File: config.mk
export PLATFORM = sky130hd
export DESIGN_NAME = divider_seq_flat
export DESIGN_NICKNAME = d
export VERILOG_FILES = /design/src/rtl/divider_seq_pkg.sv /design/src/rtl/divider_seq_if.sv /design/src/rtl/divider_seq_step.sv /design/src/rtl/divider_seq.sv /design/src/flat_wrapper.sv
export SDC_FILE = /design/constraint.sdc
export NUM_CORES = 1
export LEC_CHECK = 0
export BUFFER_PORTS_ARGS = -buffer_cell sky130_fd_sc_hd__buf_2
export CAP_MARGIN = 10
export CORE_ASPECT_RATIO = 0.5
export CORE_MARGIN = 4
export CORE_UTILIZATION = 55
export DETAILED_ROUTE_END_ITERATION = 6
export PLACE_DENSITY_LB_ADDON = 0.15
export SKIP_CTS_REPAIR_TIMING = 1
export SYNTH_ARGS = -nofsm -noshare
export SYNTH_HDL_FRONTEND = slang
export SYNTH_HIERARCHICAL = 1
export SYNTH_SLANG_ARGS = --single-unit
export TNS_END_PERCENT = 5
File: constraint.sdc
create_clock -name clk -period 10.9 [get_ports clk]
set_input_delay 2.725 -clock clk [delete_from_list [all_inputs] [get_ports clk]]
set_output_delay 2.725 -clock clk [all_outputs]
set_load 0.02 [all_outputs]
File: src/rtl/divider_seq_pkg.sv
// Shared definitions for the sequential restoring divider: FSM states and default width.
package divider_seq_pkg;

    localparam int DEFAULT_WIDTH = 32;

    typedef enum logic [1:0] {
        IDLE = 2'd0,
        CALC = 2'd1,
        DONE = 2'd2
    } div_state_t;

endpackage

File: src/rtl/divider_seq_if.sv
// Operand/result handshake bundle between a divider client (master) and the divider (slave).
interface divider_seq_if
    import divider_seq_pkg::*;
#(
    parameter int WIDTH = DEFAULT_WIDTH
);

    logic             in_valid;
    logic             in_ready;
    logic             is_signed;
    logic [WIDTH-1:0] dividend;
    logic [WIDTH-1:0] divisor;
    logic             flush;
    logic             out_valid;
    logic             out_ready;
    logic [WIDTH-1:0] quotient;
    logic [WIDTH-1:0] remainder;

    modport master (
        output in_valid, is_signed, dividend, divisor, flush, out_ready,
        input  in_ready, out_valid, quotient, remainder
    );

    modport slave (
        input  in_valid, is_signed, dividend, divisor, flush, out_ready,
        output in_ready, out_valid, quotient, remainder
    );

endinterface

File: src/rtl/divider_seq_step.sv
// One combinational restoring-division step on unsigned magnitudes.
module div_step
    import divider_seq_pkg::*;
#(
    parameter int WIDTH = DEFAULT_WIDTH
) (
    input  logic [WIDTH-1:0] rem_in,
    input  logic             next_bit,
    input  logic [WIDTH-1:0] divisor,
    output logic [WIDTH-1:0] rem_out,
    output logic             q_bit
);

    logic [WIDTH:0] shifted;
    logic [WIDTH:0] diff;

    // The partial remainder is always below the divisor, so the MSB of the
    // WIDTH+1 bit difference is exactly the borrow of the trial subtraction.
    assign shifted = {rem_in, next_bit};
    assign diff    = shifted - {1'b0, divisor};
    assign q_bit   = ~diff[WIDTH];
    assign rem_out = diff[WIDTH] ? shifted[WIDTH-1:0] : diff[WIDTH-1:0];

endmodule

File: src/rtl/divider_seq.sv
// Multi-cycle signed/unsigned integer divider, one restoring step per clock.
module divider_seq
    import divider_seq_pkg::*;
#(
    parameter int WIDTH = DEFAULT_WIDTH
) (
    input  logic           clk,
    input  logic           rst_n,
    divider_seq_if.slave   bus
);

    localparam int               CW      = $clog2(WIDTH) + 1;
    localparam logic [CW-1:0]    LAST    = CW'(WIDTH - 1);
    localparam logic [WIDTH-1:0] MIN_NEG = {1'b1, {(WIDTH-1){1'b0}}};

    div_state_t       state;
    logic [CW-1:0]    count;
    logic [WIDTH-1:0] work;
    logic [WIDTH-1:0] part_rem;
    logic [WIDTH-1:0] dsr_mag;
    logic             q_neg;
    logic             r_neg;
    logic [WIDTH-1:0] quo_reg;
    logic [WIDTH-1:0] rem_reg;

    logic             dvd_neg_in;
    logic             dsr_neg_in;
    logic [WIDTH-1:0] dvd_mag_in;
    logic [WIDTH-1:0] dsr_mag_in;
    logic             overflow_in;
    logic [WIDTH-1:0] step_rem;
    logic             step_q;
    logic [WIDTH-1:0] next_work;

    always_comb begin
        dvd_neg_in  = bus.is_signed & bus.dividend[WIDTH-1];
        dsr_neg_in  = bus.is_signed & bus.divisor[WIDTH-1];
        dvd_mag_in  = dvd_neg_in ? -bus.dividend : bus.dividend;
        dsr_mag_in  = dsr_neg_in ? -bus.divisor : bus.divisor;
        overflow_in = bus.is_signed && (bus.dividend == MIN_NEG) && (&bus.divisor);
    end

    div_step #(.WIDTH(WIDTH)) u_step (
        .rem_in   (part_rem),
        .next_bit (work[WIDTH-1]),
        .divisor  (dsr_mag),
        .rem_out  (step_rem),
        .q_bit    (step_q)
    );

    // Dividend bits leave the top of work while quotient bits enter at the bottom.
    assign next_work = {work[WIDTH-2:0], step_q};

    always_ff @(posedge clk or negedge rst_n) begin
        if (!rst_n) begin
            state    <= IDLE;
            count    <= '0;
            work     <= '0;
            part_rem <= '0;
            dsr_mag  <= '0;
            q_neg    <= 1'b0;
            r_neg    <= 1'b0;
            quo_reg  <= '0;
            rem_reg  <= '0;
        end else if (bus.flush) begin
            state <= IDLE;
            count <= '0;
        end else begin
            case (state)
                IDLE: begin
                    if (bus.in_valid) begin
                        if (bus.divisor == '0) begin
                            quo_reg <= '1;
                            rem_reg <= bus.dividend;
                            state   <= DONE;
                        end else if (overflow_in) begin
                            quo_reg <= bus.dividend;
                            rem_reg <= '0;
                            state   <= DONE;
                        end else begin
                            work     <= dvd_mag_in;
                            part_rem <= '0;
                            dsr_mag  <= dsr_mag_in;
                            q_neg    <= dvd_neg_in ^ dsr_neg_in;
                            r_neg    <= dvd_neg_in;
                            count    <= '0;
                            state    <= CALC;
                        end
                    end
                end
                CALC: begin
                    work     <= next_work;
                    part_rem <= step_rem;
                    // The last step's result is sign-corrected on the same edge it is produced.
                    if (count == LAST) begin
                        quo_reg <= q_neg ? -next_work : next_work;
                        rem_reg <= r_neg ? -step_rem : step_rem;
                        state   <= DONE;
                    end else begin
                        count <= count + 1'b1;
                    end
                end
                DONE: begin
                    if (bus.out_ready) begin
                        state <= IDLE;
                    end
                end
                default: state <= IDLE;
            endcase
        end
    end

    assign bus.in_ready  = (state == IDLE);
    assign bus.out_valid = (state == DONE);
    assign bus.quotient  = quo_reg;
    assign bus.remainder = rem_reg;

endmodule

File: src/flat_wrapper.sv
// flat-port wrapper written by rule: the top's interface ports become plain ports
module divider_seq_flat import divider_seq_pkg::*;
#(
    parameter int WIDTH = DEFAULT_WIDTH
)
  (clk, rst_n, bus_in_valid, bus_is_signed, bus_dividend, bus_divisor, bus_flush, bus_out_ready, bus_in_ready, bus_out_valid, bus_quotient, bus_remainder);
  divider_seq_if #(.WIDTH(WIDTH)) bus_i ();
  input  logic clk;
  input  logic rst_n;
  input wire logic [$bits(bus_i.in_valid)-1:0] bus_in_valid;
  input wire logic [$bits(bus_i.is_signed)-1:0] bus_is_signed;
  input wire logic [$bits(bus_i.dividend)-1:0] bus_dividend;
  input wire logic [$bits(bus_i.divisor)-1:0] bus_divisor;
  input wire logic [$bits(bus_i.flush)-1:0] bus_flush;
  input wire logic [$bits(bus_i.out_ready)-1:0] bus_out_ready;
  output wire logic [$bits(bus_i.in_ready)-1:0] bus_in_ready;
  output wire logic [$bits(bus_i.out_valid)-1:0] bus_out_valid;
  output wire logic [$bits(bus_i.quotient)-1:0] bus_quotient;
  output wire logic [$bits(bus_i.remainder)-1:0] bus_remainder;
  assign bus_i.in_valid = bus_in_valid;
  assign bus_i.is_signed = bus_is_signed;
  assign bus_i.dividend = bus_dividend;
  assign bus_i.divisor = bus_divisor;
  assign bus_i.flush = bus_flush;
  assign bus_i.out_ready = bus_out_ready;
  assign bus_in_ready = bus_i.in_ready;
  assign bus_out_valid = bus_i.out_valid;
  assign bus_quotient = bus_i.quotient;
  assign bus_remainder = bus_i.remainder;
  divider_seq #(.WIDTH(WIDTH)) u_core (.clk(clk), .rst_n(rst_n), .bus(bus_i));
endmodule
; Yosys cells after proc, flatten, opt, wreduce, memory -nomap -nowiden
; Index checks and enable logic that the tools add are counted.
[classes]
div = 0
n_mux = 36
eq_ne = 15
n_mul = 0
reduce_logical = 12
n_addsub = 6
order_cmp = 0
bitwise = 7
shift = 0
[ops]
columns = cell, n
row1 = two-way mux 32 bit, 19
row2 = one-hot mux 32 bit (2 select lines), 4
row3 = negator 32 bit, 4
row4 = subtractor 33 x 32 -> 33 bit, 1
row5 = "== test 32 bit, second input constant", 1
row6 = logical NOT 32 bit, 1
row7 = AND reduction 32 bit, 1
row8 = two-way mux 6 bit, 5
row9 = AND reduction 5 bit, 4
row10 = "!= test 3 bit, second input constant", 5
row11 = two-way mux 2 bit, 6
row12 = one-hot mux 6 bit (2 select lines), 1
row13 = "adder 6 x 1 -> 6 bit, second input constant", 1
row14 = "== test 6 x 5 -> 1 bit, second input constant", 1
row15 = "!= test 2 bit, second input constant", 3
row16 = one-hot mux 2 bit (3 select lines), 1
row17 = inverter 1 bit, 4
row18 = "!= test 3 x 1 -> 1 bit, second input constant", 1
row19 = "!= test 3 x 2 -> 1 bit, second input constant", 1
row20 = AND reduction 3 bit, 1
row21 = nonzero test 3 bit, 1
row22 = AND 1 bit, 2
row23 = "== test 2 x 1 -> 1 bit, second input constant", 1
row24 = "== test 2 bit, second input constant", 1
row25 = other kinds (5), 6
[word_totals]
input_bits = 70
elab_cells = 85
output_inout_bits = 66
rom_bits = 0
ff_bits = 170
mem_bits_rw = 0
n_memories = 0
latch_bits = 0

; Longest topological paths before layout
; Gate-level depths: netlist of the first run.
[logic_depth]
word_depth = 8
ltp_mapped = 22
depth_no_buf = 20

; Modules after synthesis
; Netlist of the first run, hierarchy kept.
[modules_own_cells]
columns = module, seq_area_each_um2, area_per_inst_um2, cells_per_inst, instances
row1 = divider_seq, 4254.1, 10465.0, 1143, 1
row2 = div_step, 0.0, 2255.9, 311, 1

; Worst setup path before layout of the first run
; Ideal clock, no wire load.
[synth_timing]
kind = reg2reg
startpoint = reg u_core.work[31]
endpoint = reg u_core.rem_reg[22], in the netlist u_core/bus.remainder[22]
period_less_slack_ns = 5.020
arrival_ns = 4.895
setup_ns = 0.125
stages_incl_launch_ff = 22
required_ns = 10.775
path_slack_ns = 5.880
path_buffers = 2
path_cell_list = dfrtp_1 > inv_1 > ha_1 > fa_1 > and2b_1 > o2111ai_1 > a21oi_2 > o2111ai_1 > a211oi_2 > nor2_2 > mux2i_1 > and2_4 > inv_2 > buf_6 > mux2_4 > or4_4 > or4b_1 > buf_4 > o41ai_2 > xnor2_1 > a22o_1 > mux2_4
[synth_between]
elab_chain_cells = 6
[synth_rtl]
columns = element, line_no
row1 = from (decl), divider_seq.sv:18  ; logic [WIDTH-1:0] work;
row2 = from (signal assigned), divider_seq.sv:81  ; work <= dvd_mag_in;
row3 = from (signal assigned), divider_seq.sv:92  ; work <= next_work;
row4 = subtractor 33 x 32 -> 33 bit, divider_seq_step.sv:20  ; assign diff = shifted - {1'b0, divisor};
row5 = two-way mux 32 bit, divider_seq_step.sv:22  ; assign rem_out = diff[WIDTH] ? shifted[WIDTH-1:0] : diff[WIDTH-1:0];
row6 = via u_core.step_rem[9], divider_seq.sv:31  ; logic [WIDTH-1:0] step_rem;
row7 = negator 32 bit, divider_seq.sv:97  ; rem_reg <= r_neg ? -step_rem : step_rem;
row8 = two-way mux 32 bit, divider_seq.sv:97
row9 = two-way mux 32 bit, divider_seq.sv:95  ; if (count == LAST) begin
row10 = one-hot mux 32 bit (2 select lines), divider_seq.sv:69  ; case (state)
row11 = to (signal assigned), divider_seq.sv:74  ; rem_reg <= bus.dividend;
row12 = to (signal assigned), divider_seq.sv:97
row13 = to (decl), divider_seq.sv:24  ; logic [WIDTH-1:0] rem_reg;
; The timed path passes the listed nets, and every way through them passes these cells. The select of a mux whose other input is x is not followed.
; A chain may end at the register's enable or synchronous reset.

; Worst setup path in the final report of the first run
[layout_timing]
startpoint = reg u_core.work[31]
endpoint = reg u_core.rem_reg[31], in the netlist u_core/bus.remainder[31]
; The elaborated chain is that of the path after synthesis.

==> tab_implementation.tex, run 1 <==
\begin{tabular}{lr}
\hline
Metric & Value \\
\hline
\multicolumn{2}{l}{\textbf{Clock tree}} \\
H-tree depth & 4 \\
CTS buffer count & 17 \\
Clock tree from TritonCTS & yes \\
Max clock buf depth & 2 \\
Clock transition time at the flip-flop clock pins of the worst setup and hold paths & 0.07 ns \\
Clock insertion delay at the later pin of the skew report & 0.45 ns \\
Clock sinks & 170 \\
Root buffer cell & clkbuf\_16 \\
\multicolumn{2}{l}{\textbf{STA}} \\
Final TNS setup & 0 ns \\
Portion of the clock cycle consumed by the worst path in the final layout & 61.97\% \\
Total count of hold-check failures in the final report & 0 \\
Transition time at the pin with the least slew margin & 1.086 ns \\
Worst-case clock skew & 0.01234 ns \\
RSZ-0062 raised after global routing & no \\
Crit path time final & 6.755 ns \\
Slew Limit Fails & 0 \\
Number of endpoints failing setup at the final stage & 0 \\
Maximum clock frequency & 148.0 MHz \\
Slew headroom & 25.55\% \\
\multicolumn{2}{l}{\textbf{Setup path}} \\
Reg-to-reg startpoint & u\_core/work[31] \\
Worst setup path end & u\_core/bus.remainder[31] \\
Startpoint types & flip-flop \\
R2R setup slack & 4.15 ns \\
Maximum fanout count along the critical path & 24 \\
Arrival @ worst endpoint & 7.05 ns \\
Required time worst endpoint & 11.19 ns \\
Worst setup path class & reg2reg \\
Critical path capture point type & flip-flop \\
Capture instance of the worst register-to-register path & u\_core/bus.remainder[31] \\
Worst-case reg-to-reg path depth & 19 \\
Setup crit start & u\_core/work[31] \\
\multicolumn{2}{l}{\textbf{Cells and area}} \\
Final std cells w/o fill & 1,844 \\
Ratio of cells with drive above 1 in the final layout & 17.05\% \\
Antenna Diode Count & 0 \\
Area Growth Syn to Fin & 10.27\% \\
Final Core Density & 61.55\% \\
\# nets final & between 1,500 and 2,000 \\
\multicolumn{2}{l}{\textbf{Placement}} \\
Detailed placer's ending HPWL & between 20,000 and 30,000 um \\
Final weighted congestion in routability-driven placement & around 0.89 \\
Number of cells in the design after placement & roughly 1,800 \\
Buffers on Ports & around 140 \\
\multicolumn{2}{l}{\textbf{Synthesis}} \\
Async set-or-reset flop fraction in the synthesized netlist & 100.0\% \\
Area share of the leading cell type in the synthesized netlist & roughly a third \\
Multiplexer area fraction after synthesis & 9.846\% \\
Synth Area in Simple Gates & 17.15\% \\
Average cell area after synthesis & around 9 um2 \\
Netlist area before placement & about 13,000 um2 \\
Top cell type by total area after synthesis & dfrtp\_1 \\
Dominant combinational cell family by area after synthesis & compound AO/OA/AOI/OAI gates \\
Post-Syn Nets & around 1,600 \\
Synth Area in Adders & 3.895\% \\
Top cells by area in the synthesized netlist & dfrtp\_1, xnor2\_1, mux2\_4 \\
Xor/xnor cell area share of the yosys netlist & 9.639\% \\
FF+latch count, synth & 170 \\
Cell variety after synth & 84 \\
Sequential cell area fraction in the yosys report & 33.44\% \\
Post-synthesis cell count & roughly 1,500 \\
Flip-flop cell with the highest count after synthesis & dfrtp\_1 \\
Number of enable-type register cells in the synthesized netlist & 0 \\
Post-synthesis compound-gate area fraction & between 20\% and 30\% \\
Synth Warn \# & 6 \\
\multicolumn{2}{l}{\textbf{Route}} \\
Wirelength, routed & between 30,000 and 40,000 um \\
Routed length per instance & 20.15 um \\
Met3 routed wirelength & 3187 um \\
Highest metal layer used by the detailed router & met4 \\
Detailed route wirelength on metal2 & 15,790 um \\
Number of detailed-routing iterations run before antenna repair & 5 \\
Via/cell ratio & 6.135 \\
Number of nets with antenna violations after detailed routing & 0 \\
Via count & between 10,000 and 15,000 \\
Post-detailed-route DRC marker count & 0 \\
M1 WL & between 15,000 and 20,000 um \\
Initial DRC Count & 1,242 \\
\multicolumn{2}{l}{\textbf{Power and ir drop}} \\
Design internal power & 2.310 mW \\
Power density over the cells & around 340 nW/um2 \\
Part of the total power dissipated in combinational logic & 68.1\% \\
Switching power & 2.390 mW \\
Proportion of total power due to net switching & 50.85\% \\
Leakage power total & 6.629 nW \\
Peak ir drop on the vdd network & 0.0002175 V \\
Sequential share of power & between 10\% and 20\% \\
Relative contribution of the clock network to total power & 13.0\% \\
\multicolumn{2}{l}{\textbf{Floorplanning}} \\
Boundary Pins & $\sim$140 \\
Initial core utilization & 55.82\% \\
Y dimension of the die & 115.5 um \\
Area inside the core boundary & 22,790 um2 \\
Rows & 39 \\
Horiz. Die Dim & 223.1 um \\
Area of the die & 25,770 um2 \\
\multicolumn{2}{l}{\textbf{Worst hold path}} \\
Number of stages on the worst hold path & 2 \\
Type of the worst min-delay path & reg2reg \\
\multicolumn{2}{l}{\textbf{Global routing}} \\
GR Util All Layers & 28.43\% \\
Maximum number of pins on one net before global-route repair & 123 \\
Vias in the first global route & slightly above 10,000 \\
Initial antenna violation count & 0 \\
Wire length of the first global-routing pass & 58,170 um \\
Overall overflow remaining after global route & 0 \\
\multicolumn{2}{l}{\textbf{Status}} \\
Result of the run & finished, final reports clean \\
\multicolumn{2}{l}{\textbf{Job}} \\
Reported max-cap violation count & 0 \\
\hline
\end{tabular}
[layout by cell type (no fill, tap or decap), types with 20 or more instances in the layout]
cell	instances
nor2_1	64
ha_1	38
xnor2_1	82
nor3_1	34
mux2_4	46
nand3_1	36
a31oi_1	20
buf_2	134
inv_1	70
mux2i_1	37
xor2_1	58
a22o_1	30
dfrtp_1	170
o21ai_0	123
a21oi_1	80
o31ai_1	29
o21ai_1	21
nand2_1	169
[cell usage after synthesis, types with 15 or more instances]
cell      number
mux2_2        15
mux2i_1       37
dfrtp_1      170
a21oi_1       80
a21o_1        18
a22o_1        30
xnor2_1       82
nor3_1        34
xor2_1        58
ha_1          38
inv_1         70
nand4_1       18
nand2_1      170
o31ai_1       29
buf_2         15
nand3_1       36
nor2_1        66
nor4_1        16
a31oi_1       20
o21ai_0      123
mux2_4        46
o21ai_1       21
or4_1         17
o41ai_1       18
clkbuf_1      59
[worst max-delay path: stages, from the launching register on]
cell       delay (ns)
dfrtp_1          0.38
inv_1            0.05
ha_1             0.22
fa_1             0.40
and2b_1          0.24
o2111ai_1        0.15
a21oi_2          0.24
o2111ai_1        0.21
a211oi_2         0.28
nor2_2           0.11
mux2i_1          0.83
and2_4           0.42
inv_2            0.32
mux2_1           0.48
or3_1            0.44
or3_1            0.56
nor4_1           0.75
o211ai_1         0.21
nor2_1           0.19
mux2i_1          0.09
[worst min-delay path by stage]
stage	to	from
floorplan	u_core/dsr_mag[10]	u_core/dsr_mag[10]
global placement	u_core/dsr_mag[31]	u_core/dsr_mag[31]
detailed placement	u_core/dsr_mag[6]	u_core/dsr_mag[6]
CTS	u_core/dsr_mag[6]	u_core/dsr_mag[6]
global route	u_core/dsr_mag[10]	u_core/dsr_mag[10]
finish	u_core/dsr_mag[6]	u_core/dsr_mag[6]
[registers in the layout, summed over array words and instances (netlist names)]
name,cells
u_core/part_rem,32
u_core/state,2
u_core/bus.remainder,32
u_core/dsr_mag,32
u_core/bus.quotient,32
u_core/count,6
u_core/r_neg,1
u_core/q_neg,1
u_core/work,32
[cell families (layout without fill, tap and decap cells)]
logic type / count (synthesis) / in the layout
AND/OR/NAND/NOR: 436 / 436
XOR/XNOR: 140 / 140
multiplexers: 100 / 100
adder cells (fa/ha/maj): 39 / 39
flip-flops: 170 / 170
buffers and inverters: 165 / 248
AO/OA/AOI/OAI: 404 / 404
[stage by stage]
stage	hold WS (ns)	setup WS (ns)	total power [mW]	instance area [um2]
2_1_floorplan	0.4498	5.880	3.298	12720
3_3_place_gp	0.4621	4.440	3.951	13450
3_5_place_dp	0.4748	4.251	4.002	13450
4_1_cts	0.4895	4.203	4.637	14030
5_1_grt	0.5037	3.746	5.012	14030
6_report	0.4817	4.145	4.700	14030
[layout make-up]
class	instances	area (um2)
Fill cell	2046	8761
Multi-Input combinational cell	1119	7795
Sequential cell	170	4254
Timing Repair Buffer	144	749.5
Clock buffer	21	460.4
Tap cell	307	384.1
Inverter	72	270.3
Clock inverter	11	113.9
[metal layers]
metal / global-route usage [%] / vias up
met3: 7.391 / 43
li1: - / 5385
met5: 0 / -
met4: 7.263 / 0
met2: 42.77 / 415
met1: 41.25 / 5470
[power groups by stage]
| stage | combinational [mW] | clock (mW) | sequential (mW) |
|---|---|---|---|
| final | 3.20 | 0.612 | 0.888 |
| after global placement | 3.06 | 0 | 0.890 |
| after floorplan | 2.47 | 0 | 0.827 |
| after global routing | 3.46 | 0.649 | 0.904 |
| after CTS | 3.13 | 0.621 | 0.884 |
| after detailed placement | 3.11 | 0 | 0.894 |
(Power assumes the default switching activity.)
==> inputs of run 2 (changes only) <==
==> constraint.sdc (replaced) <==
create_clock -name clk -period 5.4 [get_ports clk]
set_input_delay 1.35 -clock clk [delete_from_list [all_inputs] [get_ports clk]]
set_output_delay 1.35 -clock clk [all_outputs]
set_load 0.02 [all_outputs]
==> tab_implementation.tex, run 2 (synthesized netlist as in run 1, its figures left out) <==
\begin{tabular}{lr}
\hline
Metric & Value \\
\hline
\multicolumn{2}{l}{\textbf{Status}} \\
Result of the run & finished, final reports clean (unchanged) \\
\multicolumn{2}{l}{\textbf{Clock tree}} \\
H-tree depth & 4 (unchanged) \\
CTS buffer count & 17 (unchanged) \\
Clock tree from TritonCTS & yes (unchanged) \\
Clock transition time at the flip-flop clock pins of the worst setup and hold paths & 0.07 ns (about the same) \\
Clock sinks & 170 (unchanged) \\
Clock insertion delay at the later pin of the skew report & 0.45 ns (about the same) \\
Root buffer cell & clkbuf\_16 (unchanged) \\
Max clock buf depth & 2 (unchanged) \\
\multicolumn{2}{l}{\textbf{Power and ir drop}} \\
Power density over the cells & 719.4 nW/um2 (was 335.1 nW/um2) \\
Peak ir drop on the vdd network & 0.0006564 V (was 0.0002175 V) \\
Leakage power total & 6.794 nW (was 6.629 nW) \\
\multicolumn{2}{l}{\textbf{Setup path}} \\
R2R setup slack & 0.12 ns (was 4.15 ns) \\
Worst-case reg-to-reg path depth & 19 (unchanged) \\
Capture instance of the worst register-to-register path & u\_core/bus.remainder[28] (was u\_core/bus.remainder[31]) \\
Startpoint types & flip-flop (unchanged) \\
Maximum fanout count along the critical path & 7 (was 24) \\
Crit-path slowest cell & or4b\_4 (was mux2i\_1) \\
Kind of cell with the highest combined delay on the critical path & simple AND/OR/NAND/NOR gates (unchanged) \\
Critical path capture point type & flip-flop (unchanged) \\
Arrival @ worst endpoint & 5.62 ns (was 7.05 ns) \\
Most common cell on crit path & mux2\_4 \\
Reg-to-reg startpoint & u\_core/work[31] (unchanged) \\
Slowest stage delay, CP & 0.63 ns (was 0.83 ns) \\
Worst setup path class & reg2reg (unchanged) \\
Worst path buffer plus inverter count & 2 (unchanged) \\
Required time worst endpoint & 5.74 ns (was 11.19 ns) \\
Crit-path cells & inv\_1 -> ha\_1 -> fa\_1 -> and2b\_1 -> o2111ai\_1 -> a21oi\_2 -> o2111ai\_2 -> a211oi\_2 -> nor2\_2 -> mux2i\_1 -> and2\_4 -> inv\_4 -> mux2\_4 -> or4\_4 -> or4b\_4 -> o41ai\_2 -> xnor2\_1 -> a22o\_1 -> mux2\_4 (was inv\_1 -> ha\_1 -> fa\_1 -> and2b\_1 -> o2111ai\_1 -> a21oi\_2 -> o2111ai\_1 -> a211oi\_2 -> nor2\_2 -> mux2i\_1 -> and2\_4 -> inv\_2 -> mux2\_1 -> or3\_1 -> or3\_1 -> nor4\_1 -> o211ai\_1 -> nor2\_1 -> mux2i\_1) \\
\multicolumn{2}{l}{\textbf{Floorplanning}} \\
Rows & 39 (unchanged) \\
Boundary Pins & 136 (unchanged) \\
Area inside the core boundary & 22,790 um2 (unchanged) \\
Y dimension of the die & 115.5 um (unchanged) \\
Horiz. Die Dim & 223.1 um (unchanged) \\
Initial core utilization & 55.82\% (unchanged) \\
Area of the die & 25,770 um2 (unchanged) \\
\multicolumn{2}{l}{\textbf{Cells and area}} \\
Highest-count cells in the layout ignoring fill and taps & dfrtp\_1, nand2\_1, buf\_2 (unchanged) \\
Area Growth Syn to Fin & 12.69\% (was 10.27\%) \\
Antenna Diode Count & 0 (unchanged) \\
\# nets final & 1,660 (was 1,633) \\
Fillers & 1,950 (was 2,046) \\
Ratio of cells with drive above 1 in the final layout & 18.99\% (was 17.05\%) \\
Final std cells w/o fill & 1,871 (was 1,844) \\
Most common library cell in the layout ignoring fill and taps & dfrtp\_1 (unchanged) \\
\multicolumn{2}{l}{\textbf{Placement}} \\
Buffers on Ports & 135 (unchanged) \\
Final weighted congestion in routability-driven placement & 0.9201 (was 0.8872) \\
Detailed placer's ending HPWL & 28,910 um (was 27,450 um) \\
Number of cells in the design after placement & 1,838 (was 1,812) \\
\multicolumn{2}{l}{\textbf{Route}} \\
Routed length per instance & 20.66 um (was 20.15 um) \\
Wirelength, routed & 38,650 um (was 37,150 um) \\
Via/cell ratio & 6.142 (was 6.135) \\
Initial DRC Count & 1,310 (was 1,242) \\
Number of nets with antenna violations after detailed routing & 0 (unchanged) \\
Number of detailed-routing iterations run before antenna repair & 6 (was 5) \\
Post-detailed-route DRC marker count & 0 (unchanged) \\
Via count & 11,490 (was 11,310) \\
\multicolumn{2}{l}{\textbf{Worst hold path}} \\
Endpoint, Worst Hold & u\_core/dsr\_mag[14] (was u\_core/dsr\_mag[6]) \\
Number of stages on the worst hold path & 2 (unchanged) \\
Type of the worst min-delay path & reg2reg (unchanged) \\
Start point of the worst hold path & u\_core/dsr\_mag[14] (was u\_core/dsr\_mag[6]) \\
\multicolumn{2}{l}{\textbf{STA}} \\
Min Hold Slack & 0.4791 ns (was 0.4817 ns) \\
Transition time at the pin with the least slew margin & 1.180 ns (was 1.086 ns) \\
Maximum clock frequency & 189.6 MHz (was 148.0 MHz) \\
Crit path time final & 5.276 ns (was 6.755 ns) \\
RSZ-0062 raised after global routing & yes (was no) \\
Slew headroom & 21.33\% (was 25.55\%) \\
Worst-case clock skew & 0.01291 ns (was 0.01234 ns) \\
Total count of hold-check failures in the final report & 0 (unchanged) \\
Number of endpoints failing setup at the final stage & 0 (unchanged) \\
Final TNS setup & 0 ns (unchanged) \\
Slew Limit Fails & 0 (unchanged) \\
Portion of the clock cycle consumed by the worst path in the final layout & 97.70\% (was 61.97\%) \\
\multicolumn{2}{l}{\textbf{Global routing}} \\
Maximum number of pins on one net before global-route repair & 94 (was 123) \\
Wire length of the first global-routing pass & 60,090 um (was 58,170 um) \\
GR Util All Layers & 29.61\% (was 28.43\%) \\
Initial antenna violation count & 0 (unchanged) \\
Vias in the first global route & 10,630 (was 10,350) \\
Overall overflow remaining after global route & 0 (unchanged) \\
\multicolumn{2}{l}{\textbf{Job}} \\
Reported max-cap violation count & 0 (unchanged) \\
\hline
\end{tabular}
## run 2: cell types whose count changed in the layout (fill, tap and decap cells not counted), sizes merged
cell and change:
buf +26, clkbuf -1, inv +1, or4b +1
## run 2: per-layer routing
metal	wire length (um)	global-route usage, %	up-vias
li1	-	-	5435
met1	18310	44.69	5514
met2	15910	42.08	493
met3	3698	7.897	50
met4	743	7.714	0
met5	0	0	-
## run 2: worst register-to-register path, cell delays in order, from the launching register on
cell       delay, ns
dfrtp_1         0.37
inv_1           0.05
ha_1            0.21
fa_1            0.40
and2b_1         0.23
o2111ai_1       0.15
a21oi_2         0.25
o2111ai_2       0.19
a211oi_2        0.25
nor2_2          0.10
mux2i_1         0.21
and2_4          0.20
inv_4           0.08
mux2_4          0.33
or4_4           0.58
or4b_4          0.63
o41ai_2         0.37
xnor2_1         0.12
a22o_1          0.19
mux2_4          0.26
## run 2: report_power, final
group,total (mW),switching (mW),internal (mW)
registers,1.80,0.307,1.50
logic,7.30,4.27,3.03
clock network,1.21,0.559,0.653
## run 2: final cells by class
type | instances | area (um2) | area share (%)
well taps | 307 | 384.1 | 2.680
inverters | 72 | 272.8 | 1.903
flip-flops and latches | 170 | 4254 | 29.68
repair buffers | 170 | 1007 | 7.026
clock inverters | 12 | 115.1 | 0.8030
clock buffers | 20 | 446.7 | 3.116
multi-input cells | 1120 | 7855 | 54.80
## run 2: worst max path at each step
stage                         start  cells past startpoint                        to
floorplan           u_core/work[31]                     21  u_core/bus.remainder[22]
global placement    u_core/work[31]                     19  u_core/bus.remainder[28]
detailed placement  u_core/work[31]                     19  u_core/bus.remainder[28]
CTS                 u_core/work[31]                     19  u_core/bus.remainder[28]
global route        u_core/work[31]                     19  u_core/bus.remainder[30]
finish              u_core/work[31]                     19  u_core/bus.remainder[28]
## run 2: metrics by stage
step | power, mW | worst slack [ns] | util [%] | area, um2
after floorplan | 6.657 | 0.3802 | - | 12720
after global placement | 8.446 | 0.03489 | 60.17 | 13710
after detailed placement | 8.554 | -0.05619 | 60.17 | 13710
after CTS | 9.794 | -0.08374 | 62.63 | 14270
after global routing | 10.98 | -0.1198 | 62.91 | 14340
final | 10.31 | 0.1245 | 62.91 | 14340
==> inputs of run 3 (changes only) <==
==> constraint.sdc (replaced) <==
create_clock -name clk -period 5.4 [get_ports clk]
set_input_delay 0.54 -clock clk [delete_from_list [all_inputs] [get_ports clk]]
set_output_delay 0.54 -clock clk [all_outputs]
set_load 0.02 [all_outputs]
==> tab_implementation.tex, run 3 (synthesized netlist as in run 1, its figures left out) <==
\begin{tabular}{lr}
\hline
Metric & Value \\
\hline
\multicolumn{2}{l}{\textbf{Setup path}} \\
Reg-to-reg startpoint & u\_core/part\_rem[13] (was u\_core/work[31]) \\
Crit-path cells & ha\_1 -> and4\_1 -> and3\_1 -> a221o\_1 -> a21oi\_1 -> a211oi\_2 -> nor2\_2 -> mux2i\_1 -> and2\_4 -> inv\_4 -> mux2\_4 -> or4\_4 -> or4b\_2 -> o31ai\_2 -> xnor2\_1 -> a22o\_1 -> mux2\_2 (was inv\_1 -> ha\_1 -> fa\_1 -> and2b\_1 -> o2111ai\_1 -> a21oi\_2 -> o2111ai\_2 -> a211oi\_2 -> nor2\_2 -> mux2i\_1 -> and2\_4 -> inv\_4 -> mux2\_4 -> or4\_4 -> or4b\_4 -> o41ai\_2 -> xnor2\_1 -> a22o\_1 -> mux2\_4) \\
Worst path buffer plus inverter count & 1 (was 2) \\
Worst-case reg-to-reg path depth & 17 (was 19) \\
Crit. path cell count & 17 (was 19) \\
R2R setup slack & 0.20 ns (was 0.12 ns) \\
Slowest stage delay, CP & 0.77 ns (was 0.63 ns) \\
Arrival @ worst endpoint & 5.54 ns (was 5.62 ns) \\
Kind of cell with the highest combined delay on the critical path & simple AND/OR/NAND/NOR gates (unchanged) \\
Worst setup path class & reg2reg (unchanged) \\
Required time worst endpoint & 5.74 ns (about the same) \\
Critical path capture point type & flip-flop (unchanged) \\
Crit-path slowest cell & or4b\_2 (was or4b\_4) \\
Maximum fanout count along the critical path & 7 (unchanged) \\
Startpoint types & flip-flop (unchanged) \\
Capture instance of the worst register-to-register path & u\_core/bus.remainder[14] (was u\_core/bus.remainder[28]) \\
\multicolumn{2}{l}{\textbf{Job}} \\
Reported max-cap violation count & 0 (unchanged) \\
\multicolumn{2}{l}{\textbf{STA}} \\
Portion of the clock cycle consumed by the worst path in the final layout & 96.22\% (was 97.70\%) \\
Maximum clock frequency & 192.5 MHz (was 189.6 MHz) \\
Transition time at the pin with the least slew margin & 1.175 ns (was 1.180 ns) \\
Total count of hold-check failures in the final report & 0 (unchanged) \\
Worst-case clock skew & 0.008670 ns (was 0.01291 ns) \\
Final TNS setup & 0 ns (unchanged) \\
Crit path time final & 5.196 ns (was 5.276 ns) \\
RSZ-0062 raised after global routing & yes (unchanged) \\
Slew headroom & 21.70\% (was 21.33\%) \\
Slew Limit Fails & 0 (unchanged) \\
Number of endpoints failing setup at the final stage & 0 (unchanged) \\
\multicolumn{2}{l}{\textbf{Cells and area}} \\
Sequential cell area & 4254 um2 (unchanged) \\
Most common library cell in the layout ignoring fill and taps & dfrtp\_1 (unchanged) \\
Combined area of the multi-input logic cells & 7833 um2 (was 7855 um2) \\
Antenna Diode Count & 0 (unchanged) \\
Area Growth Syn to Fin & 12.72\% (was 12.69\%) \\
Fillers & 2,004 (was 1,950) \\
Ratio of cells with drive above 1 in the final layout & 18.85\% (was 18.99\%) \\
Highest-count cells in the layout ignoring fill and taps & dfrtp\_1, nand2\_1, buf\_2 (unchanged) \\
\# nets final & 1,661 (was 1,660) \\
\multicolumn{2}{l}{\textbf{Global routing}} \\
GR Util All Layers & 29.37\% (was 29.61\%) \\
Maximum number of pins on one net before global-route repair & 129 (was 94) \\
Initial antenna violation count & 0 (unchanged) \\
Wire length of the first global-routing pass & 59,750 um (was 60,090 um) \\
Vias in the first global route & 10,530 (was 10,630) \\
Overall overflow remaining after global route & 0 (unchanged) \\
\multicolumn{2}{l}{\textbf{Clock tree}} \\
CTS buffer count & 17 (unchanged) \\
Clock insertion delay at the later pin of the skew report & 0.45 ns (about the same) \\
Max clock buf depth & 2 (unchanged) \\
H-tree depth & 4 (unchanged) \\
Root buffer cell & clkbuf\_16 (unchanged) \\
Clock tree from TritonCTS & yes (unchanged) \\
Clock sinks & 170 (unchanged) \\
Clock transition time at the flip-flop clock pins of the worst setup and hold paths & 0.07 ns (about the same) \\
\multicolumn{2}{l}{\textbf{Route}} \\
Via count & 11,470 (was 11,490) \\
Routed length per instance & 20.32 um (was 20.66 um) \\
Wirelength, routed & 38,040 um (was 38,650 um) \\
Via/cell ratio & 6.128 (was 6.142) \\
Post-detailed-route DRC marker count & 0 (unchanged) \\
Initial DRC Count & 1,317 (was 1,310) \\
Number of nets with antenna violations after detailed routing & 0 (unchanged) \\
Number of detailed-routing iterations run before antenna repair & 5 (was 6) \\
\multicolumn{2}{l}{\textbf{Power and ir drop}} \\
Proportion of total power due to net switching & 48.34\% (was 49.81\%) \\
Relative contribution of the clock network to total power & 12.5\% (was 11.7\%) \\
Switching power & 4.977 mW (was 5.137 mW) \\
Sequential share of power & 17.5\% (about the same) \\
Peak ir drop on the vdd network & 0.0005480 V (was 0.0006564 V) \\
Power Total & 10.30 mW (was 10.31 mW) \\
Design internal power & 5.319 mW (was 5.175 mW) \\
Leakage power total & 6.799 nW (was 6.794 nW) \\
Power density over the cells & 718.0 nW/um2 (was 719.4 nW/um2) \\
Part of the total power dissipated in combinational logic & 70.0\% (was 70.8\%) \\
\multicolumn{2}{l}{\textbf{Placement}} \\
Detailed placer's ending HPWL & 28,570 um (was 28,910 um) \\
Final weighted congestion in routability-driven placement & 0.9223 (was 0.9201) \\
Buffers on Ports & 135 (unchanged) \\
\multicolumn{2}{l}{\textbf{Floorplanning}} \\
Boundary Pins & 136 (unchanged) \\
Initial core utilization & 55.82\% (unchanged) \\
Rows & 39 (unchanged) \\
Horiz. Die Dim & 223.1 um (unchanged) \\
Y dimension of the die & 115.5 um (unchanged) \\
Area inside the core boundary & 22,790 um2 (unchanged) \\
Area of the die & 25,770 um2 (unchanged) \\
\multicolumn{2}{l}{\textbf{Worst hold path}} \\
Type of the worst min-delay path & in2async (was reg2reg) \\
\multicolumn{2}{l}{\textbf{Status}} \\
Result of the run & finished, final reports clean (unchanged) \\
\hline
\end{tabular}
## run 3: changes by cell type in the layout (fill, tap and decap cells not counted), moves of 2 or more
| cell | before | now |
|---|---|---|
| buf_12 | 5 | 3 |
| buf_4 | 30 | 33 |
| bufinv_16 | 1 | 3 |
| inv_6 | 3 | 0 |
## run 3: power groups by stage
stage,sequential (mW),combinational [mW],clock [mW]
2_1_floorplan,1.67,4.99,0
3_3_place_gp,1.80,6.67,0
3_5_place_dp,1.81,6.79,0
4_1_cts,1.79,6.81,1.30
5_1_grt,1.84,7.83,1.36
6_report,1.81,7.21,1.28
## run 3: layer usage
layer	global-route usage (%)	vias up	routed length, um
li1	-	5449	-
met5	0	-	0
met3	6.986	43	3208
met1	45.13	5570	18630
met4	8.166	0	823
met2	41.17	409	15370
## run 3: final cells by class
| class | count | area share, % |
|---|---|---|
| sequential | 170 | 29.67 |
| timing repair buffer | 171 | 6.902 |
| tap | 307 | 2.679 |
| inverter | 72 | 1.902 |
| multi-input combinational | 1120 | 54.62 |
| clock buffer | 21 | 3.211 |
| clock inverter | 11 | 1.012 |
## run 3: how the worst max path moves through the flow
stage | from | end
global route | u_core/work[31] | u_core/bus.remainder[14]
detailed placement | u_core/work[31] | u_core/bus.remainder[19]
finish | u_core/part_rem[13] | u_core/bus.remainder[14]
global placement | u_core/work[31] | u_core/bus.remainder[19]
CTS | u_core/work[31] | u_core/bus.remainder[19]
floorplan | u_core/work[31] | u_core/bus.remainder[22]
## run 3: metrics by stage
step | utilization [%] | hold slack, ns | instances | setup WS (ns) | instance area, um2
floorplan | - | 0.2444 | 1454 | 0.3802 | 12720
global placement | 60.00 | 0.4637 | 1838 | 0.1021 | 13670
detailed placement | 60.00 | 0.4712 | 1838 | 0.04898 | 13670
CTS | 62.66 | 0.1907 | 1870 | 0.02858 | 14280
global route | 62.92 | 0.2041 | 1872 | -0.08634 | 14340
finish | 62.92 | 0.1313 | 1872 | 0.2040 | 14340
